## config.mk

```make
export PLATFORM = sky130hd
export DESIGN_NAME = pipeline_hazard_unit
export DESIGN_NICKNAME = d
export VERILOG_FILES = /design/src/rtl/pipeline_hazard_unit.sv
export SDC_FILE = /design/constraint.sdc
export NUM_CORES = 1
export LEC_CHECK = 0
export CAP_MARGIN = 20
export CORE_ASPECT_RATIO = 1.75
export CORE_MARGIN = 8
export CORE_UTILIZATION = 38
export DETAILED_ROUTE_END_ITERATION = 8
export PLACE_DENSITY = 0.75
export SLEW_MARGIN = 20
export SYNTH_ARGS = -nofsm -noshare
export SYNTH_HDL_FRONTEND = slang
export SYNTH_SLANG_ARGS = --single-unit
```

## constraint.sdc

```tcl
create_clock -name clk -period 2.51 [get_ports clk]
set_input_delay 0.6275 -clock clk [delete_from_list [all_inputs] [get_ports clk]]
set_output_delay 0.6275 -clock clk [all_outputs]
set_load 0.02 [all_outputs]
```

## src/rtl/pipeline_hazard_unit.sv

```systemverilog
// -----------------------------------------------------------------------------
// pipeline_hazard_unit
//
// Hazard and forwarding controller for the 5-stage pipeline. Sits beside the
// ID-stage decoder and drives the operand forwarding muxes plus the
// PC / IF-ID / ID-EX / EX-MEM / MEM-WB enables.
//
// Handles:
//   - EX/MEM operand forwarding (or stall-until-retired when FWD_ENABLE = 0)
//   - load-use and branch-operand stalls
//   - data-memory wait freeze using the MIO ready handshake
//   - a configurable number of IF/ID flush slots after a taken jump/branch
//
// The pipeline controls (holds, bubbles, flush, forwarding selects) are
// combinational because they must act in the same cycle as the hazard. They
// are forced low while rst_n is asserted. The state and mem_timeout outputs
// are registered.
//
// Ports:
//   clk, rst_n                   pipeline clock, async active-low reset
//   id_rs, id_rt                 source registers of the ID instruction
//   id_uses_rs, id_uses_rt       ID instruction reads rs / rt
//   id_is_branch                 ID compares operands (beq/bne/jr)
//   id_take                      ID resolves a taken jump or branch
//   ex_we, ex_is_load, ex_waddr  EX writeback info
//   mem_we, mem_is_load, mem_waddr  MEM writeback info
//   mem_req, mio_ready           data-memory access and completion
//   fwd_a_sel, fwd_b_sel         00 regfile, 01 EX ALU, 10 MEM ALU, 11 MEM load
//   pc_hold, ifid_hold           hold PC / IF-ID
//   idex_bubble                  load NOP into ID/EX
//   ifid_flush                   replace IF/ID with NOP
//   exmem_hold, memwb_bubble     freeze EX/MEM, insert NOP into MEM/WB
//   state                        00 RUN, 01 STALL, 10 MEM_WAIT, 11 FLUSH
//   mem_timeout                  sticky: a memory wait reached MEM_WAIT_MAX
//
// State | meaning
//   RUN      | pipeline advancing normally
//   STALL    | previous cycle held ID for a data hazard
//   MEM_WAIT | previous cycle froze for an outstanding memory access
//   FLUSH    | post-branch flush slots still pending
// -----------------------------------------------------------------------------
module pipeline_hazard_unit #(
    parameter int unsigned REG_ADDR_W   = 5,
    parameter int unsigned FLUSH_SLOTS  = 1,
    parameter int unsigned FWD_ENABLE   = 1,
    parameter int unsigned MEM_WAIT_MAX = 15
) (
    input  logic                  clk,
    input  logic                  rst_n,
    input  logic [REG_ADDR_W-1:0] id_rs,
    input  logic [REG_ADDR_W-1:0] id_rt,
    input  logic                  id_uses_rs,
    input  logic                  id_uses_rt,
    input  logic                  id_is_branch,
    input  logic                  id_take,
    input  logic                  ex_we,
    input  logic                  ex_is_load,
    input  logic [REG_ADDR_W-1:0] ex_waddr,
    input  logic                  mem_we,
    input  logic                  mem_is_load,
    input  logic [REG_ADDR_W-1:0] mem_waddr,
    input  logic                  mem_req,
    input  logic                  mio_ready,
    output logic [1:0]            fwd_a_sel,
    output logic [1:0]            fwd_b_sel,
    output logic                  pc_hold,
    output logic                  ifid_hold,
    output logic                  idex_bubble,
    output logic                  ifid_flush,
    output logic                  exmem_hold,
    output logic                  memwb_bubble,
    output logic [1:0]            state,
    output logic                  mem_timeout
);

    typedef enum logic [1:0] {
        ST_RUN      = 2'b00,
        ST_STALL    = 2'b01,
        ST_MEM_WAIT = 2'b10,
        ST_FLUSH    = 2'b11
    } state_t;

    // The flush counter holds the number of flush slots still owed after the
    // current one, so the id_take cycle itself accounts for the first slot.
    localparam logic [2:0] FLUSH_RELOAD = 3'(FLUSH_SLOTS - 1);
    localparam logic [7:0] WAIT_MAX     = 8'(MEM_WAIT_MAX);
    localparam logic       NO_FWD       = (FWD_ENABLE == 0);

    state_t     state_q;
    logic [2:0] flush_cnt;
    logic [7:0] wait_cnt;

    logic ex_hit_a, ex_hit_b, mem_hit_a, mem_hit_b;
    logic ex_hit, mem_hit;
    logic data_stall, mem_wait;
    logic flush_pend, take_now, flush_now;
    logic [7:0] wait_inc;

    // ---------------------------------------------------------------- matches
    assign ex_hit_a  = ex_we  && (ex_waddr  != '0) && id_uses_rs && (id_rs == ex_waddr);
    assign ex_hit_b  = ex_we  && (ex_waddr  != '0) && id_uses_rt && (id_rt == ex_waddr);
    assign mem_hit_a = mem_we && (mem_waddr != '0) && id_uses_rs && (id_rs == mem_waddr);
    assign mem_hit_b = mem_we && (mem_waddr != '0) && id_uses_rt && (id_rt == mem_waddr);
    assign ex_hit    = ex_hit_a  | ex_hit_b;
    assign mem_hit   = mem_hit_a | mem_hit_b;

    // ------------------------------------------------------------- forwarding
    always_comb begin
        fwd_a_sel = 2'b00;
        fwd_b_sel = 2'b00;
        if (!NO_FWD && rst_n) begin
            if (ex_hit_a)
                fwd_a_sel = 2'b01;
            else if (mem_hit_a)
                fwd_a_sel = mem_is_load ? 2'b11 : 2'b10;
            if (ex_hit_b)
                fwd_b_sel = 2'b01;
            else if (mem_hit_b)
                fwd_b_sel = mem_is_load ? 2'b11 : 2'b10;
        end
    end

    // ---------------------------------------------------------------- hazards
    // Load data is only available after MEM, and branch operands are compared
    // in ID, so those cases cannot be covered by the EX-stage forwarding muxes.
    assign data_stall = (ex_hit & (ex_is_load | id_is_branch))
                      | (mem_hit & mem_is_load & id_is_branch)
                      | (NO_FWD & (ex_hit | mem_hit));

    assign mem_wait   = mem_req & ~mio_ready;

    // While flush slots are pending, ID holds a squashed slot whose id_take
    // must not restart the flush sequence.
    assign flush_pend = (flush_cnt != 3'd0);
    assign take_now   = id_take & ~flush_pend;
    assign flush_now  = ~mem_wait & ~data_stall & (flush_pend | take_now);

    // ---------------------------------------------------- pipeline controls
    assign pc_hold      = rst_n & (mem_wait | data_stall);
    assign ifid_hold    = rst_n & (mem_wait | data_stall);
    assign idex_bubble  = rst_n & ~mem_wait & data_stall;
    assign ifid_flush   = rst_n & flush_now;
    assign exmem_hold   = rst_n & mem_wait;
    assign memwb_bubble = rst_n & mem_wait;

    assign wait_inc = (wait_cnt >= WAIT_MAX) ? wait_cnt : wait_cnt + 8'd1;

    // -------------------------------------------------------------------- FSM
    // A memory wait during FLUSH leaves flush_cnt untouched, so the remaining
    // slots resume once mio_ready arrives.
    always_ff @(posedge clk or negedge rst_n) begin
        if (!rst_n) begin
            state_q     <= ST_RUN;
            flush_cnt   <= 3'd0;
            wait_cnt    <= 8'd0;
            mem_timeout <= 1'b0;
        end else begin
            if (mem_wait) begin
                state_q  <= ST_MEM_WAIT;
                wait_cnt <= wait_inc;
                if (wait_inc >= WAIT_MAX)
                    mem_timeout <= 1'b1;
            end else begin
                wait_cnt <= 8'd0;
                if (data_stall) begin
                    state_q <= ST_STALL;
                end else if (flush_pend) begin
                    flush_cnt <= flush_cnt - 3'd1;
                    state_q   <= (flush_cnt > 3'd1) ? ST_FLUSH : ST_RUN;
                end else if (id_take) begin
                    flush_cnt <= FLUSH_RELOAD;
                    state_q   <= (FLUSH_RELOAD != 3'd0) ? ST_FLUSH : ST_RUN;
                end else begin
                    state_q <= ST_RUN;
                end
            end
        end
    end

    assign state = state_q;

endmodule

```

==> impl_results.md, run 1 <==
- Status: complete, but fails checks
- Failing checks: negative setup slack
- Fmax: 0.351 GHz
- Skew final: 0.00141 ns
- Vias: 1293
- Crit-path cells: buf_6 > or4_4 > o21ai_4 > nor2_4 > a211oi_2 > a21oi_1 > nor2_2 > buf_6
- Root Driver: clkbuf_8
- Yosys top cell area share: 0.324
- Slew HR: 0.509
- First-pass GRT wire length: 6760 um
- Slew Viols, Final: 0
- Pin count of the biggest net entering global routing: 11
- Worst Path Arrival: 2.22 ns
- Netlist cell types: 35
- Post-Syn Instances: 124
- CTS H-tree lvls: 1
- Worst-path clk slew: 0.06 ns
- DIE AREA: 4870 um^2
- Syn_nets: 159
- Detailed Routing Iterations Pass 1: 4
- Num CTS Buffers: 3
- Critical Path Sink Type: primary output
- Setup TNS: -2.18 ns
- Remaining antenna violation count: 0
- DRT iter0 DRCs: 29
- Number of global-route vias before repair: 1512
- Final Hold Viols: 0
- Initial Utilization: 0.401
- Most common cell after layout, fill and taps aside: buf_4
- Pwr Total: 793 uW
- Most frequent cells in the layout: 41 x buf_4, 14 x dfrtp_1, 13 x clkdlybuf4s50_1
- TritonCTS clock tree: done
- Setup ws final: -0.336 ns
- Cell taking the most area after synthesis: dfrtp_1
- CP Data Required Time: 1.88 ns
- Die height: 86.5 um
- Vias/cell: 5.43
- # fillers: 186
- Share of layout cells above drive strength 1: 0.483
- CTS Hold Bufs: 0
- Core ar.: 2690 um^2
- Antenna cell count: 0
- Die Wd: 56.3 um
- CP peak stage delay: 0.54 ns
- Period minus WS final: 2.85 ns
- Peak supply drop: 0.205 mV
- Final period util: 1.13
- Crit path buf inv count: 2
- Lkg Pwr: 0.000952 uW
- CTS Buffer Depth: 2
- Worst Hold Slack: 0.354 ns
- Antenna violations before repair: 0
- GRT Util Overall: 0.168
- Dpl cell area: 1850 um^2
- Power Density: 390 nW/um^2
- Max Cap Viol: 0
- CP Class: in -> out
- Worst hold path class: in -> async
- Skew-Pair Late Insertion Delay: 0.25 ns
- Nets: 247
- HPWL Detailed: 3120 um
- RePlAce Congestion: 0.847
- CP startpoint kind: primary input
- Row cnt: 25
- Synthesized area: 1080 um^2
- Worst-path maximum fanout: 3
- Most area-consuming cells after synthesis: dfrtp_1 32%, xnor2_1 11%, xor2_1 6.5%
- RSZ-0062 raised after global routing: true
- Sequential share of the synthesized area: 0.324
- Critical Path Slowest Stage Cell: or4_4
- Setup violations, final: 8
- Most used cell, CP: buf_6
- Fin area: 2030 um^2
- Io pins: 45
- DRC Markers: 0
- Sink Count: 14
- I/O Buffers: 44
- WL/cell: 17.4 um
- GR Overflow Total: 0
- Worst-margin pin slew: 0.730 ns
- CP top delay family: simple AND/OR/NAND/NOR gates
- Synth warnings: 0
- Routed WL: 4150 um
- Synthesis-stage register bit count: 14
- Post-synthesis area per instance: 8.71 um^2
- Area grow syn2layout: 88.3%
-- layer usage --
| metal | vias up | wire length, um | part of all wire | global-route usage |
|---|---|---|---|---|
| li1 | 610 | - | - | - |
| met1 | 603 | 1390 | 0.34 | 0.145 |
| met2 | 66 | 2270 | 0.55 | 0.319 |
| met3 | 14 | 281 | 0.068 | 0.0469 |
| met4 | 0 | 203 | 0.049 | 0.112 |
| met5 | - | 0 | 0 | 0 |
-- flip-flops by register name, summed over array words and instances, names as in the netlist --
name,flops
flush_cnt,3
mem_timeout,1
state,2
wait_cnt,8
-- where the power goes --
part / leakage (uW) / switching [uW] / internal, uW
registers: 0.000193 / 5.44 / 236
logic: 0.000731 / 155 / 174
clock network: 0.0000288 / 83.6 / 139
total: 0.000952 / 244 / 549
-- cells in the mapped netlist (all sizes together) --
| library cell | instances |
|---|---|
| nor2 | 16 |
| dfrtp | 14 |
| xnor2 | 13 |
| xor2 | 8 |
| nor3 | 7 |
| a21oi | 6 |
| and2 | 6 |
| nand2 | 6 |
| inv | 5 |
| o21ai | 5 |
| a211oi | 3 |
| ha | 3 |
| nand3 | 3 |
| nand4 | 3 |
| nor4 | 3 |
| a21o | 2 |
| buf | 2 |
| mux2 | 2 |
| nand2b | 2 |
| nor2b | 2 |
| or4 | 2 |
| a2111oi | 1 |
| a21boi | 1 |
| a221o | 1 |
| a22o | 1 |
| a2bb2oi | 1 |
| a31oi | 1 |
| clkbuf | 1 |
| o21a | 1 |
| o22ai | 1 |
| o2bb2ai | 1 |
| or2 | 1 |
-- path summary, 6_finish.rpt --
path | startpoint | endpoint | slack [ns] | depth (start not counted)
worst max register to register | flush_cnt[1] | flush_cnt[2] | 0.30 | 9
worst min-delay path | rst_n | state[0] | 0.35 | 1
min in group clk | mem_timeout | mem_timeout | 0.45 | 1
worst min register to register | mem_timeout | mem_timeout | 0.45 | 1
max in group asynchronous | rst_n | mem_timeout | 1.74 | 2
worst max-delay path | ex_waddr[0] | ifid_flush | -0.34 | 8
-- timing repair --
item | 4_1_cts | 5_1_grt
setup buffers | 3 | 5
pin swaps | 22 | 22
endpoints found under the setup margin | 12 | 10
gates resized for setup | 117 | 36
-- layout make-up --
cell class / count / area (um^2) / area share
flip-flops and latches: 14 / 350 / 0.172
repair buffers: 86 / 708 / 0.348
inverters: 5 / 18.8 / 0.00923
clock buffers: 4 / 55.1 / 0.0271
well taps: 27 / 33.8 / 0.0166
multi-input cells: 102 / 867 / 0.426
-- metrics by stage --
stage	worst slack [ns]	util	cells
after detailed placement	-1.07	0.687	226
after global routing	-0.413	0.756	238
after global placement	-1.07	0.687	226
after CTS	-0.294	0.716	233
after floorplan	-0.152	-	124
final	-0.336	0.756	238
-- logic make-up (layout without fill, tap and decap cells) --
logic type,Yosys count,after routing,synth area share
multiplexers,2,2,0.0243
AO/OA/AOI/OAI,25,25,0.174
buffers and inverters,8,95,0.0348
adder cells (fa/ha/maj),3,3,0.0348
flip-flops,14,14,0.324
XOR/XNOR,21,21,0.170
AND/OR/NAND/NOR,51,51,0.238
(Power assumes the default switching activity.)
==> run 2, diff against run 1 <==
--- a/config.mk
+++ b/config.mk
@@ -5,12 +5,12 @@
 export SDC_FILE = /design/constraint.sdc
 export NUM_CORES = 1
 export LEC_CHECK = 0
-export CAP_MARGIN = 20
 export CORE_ASPECT_RATIO = 1.75
 export CORE_MARGIN = 8
 export CORE_UTILIZATION = 38
 export DETAILED_ROUTE_END_ITERATION = 8
 export PLACE_DENSITY = 0.75
+export SKIP_LAST_GASP = 1
 export SLEW_MARGIN = 20
 export SYNTH_ARGS = -nofsm -noshare
 export SYNTH_HDL_FRONTEND = slang
==> results of run 2 <==
Same layout as run 1: the final DEF is identical, and so are final timing and power.
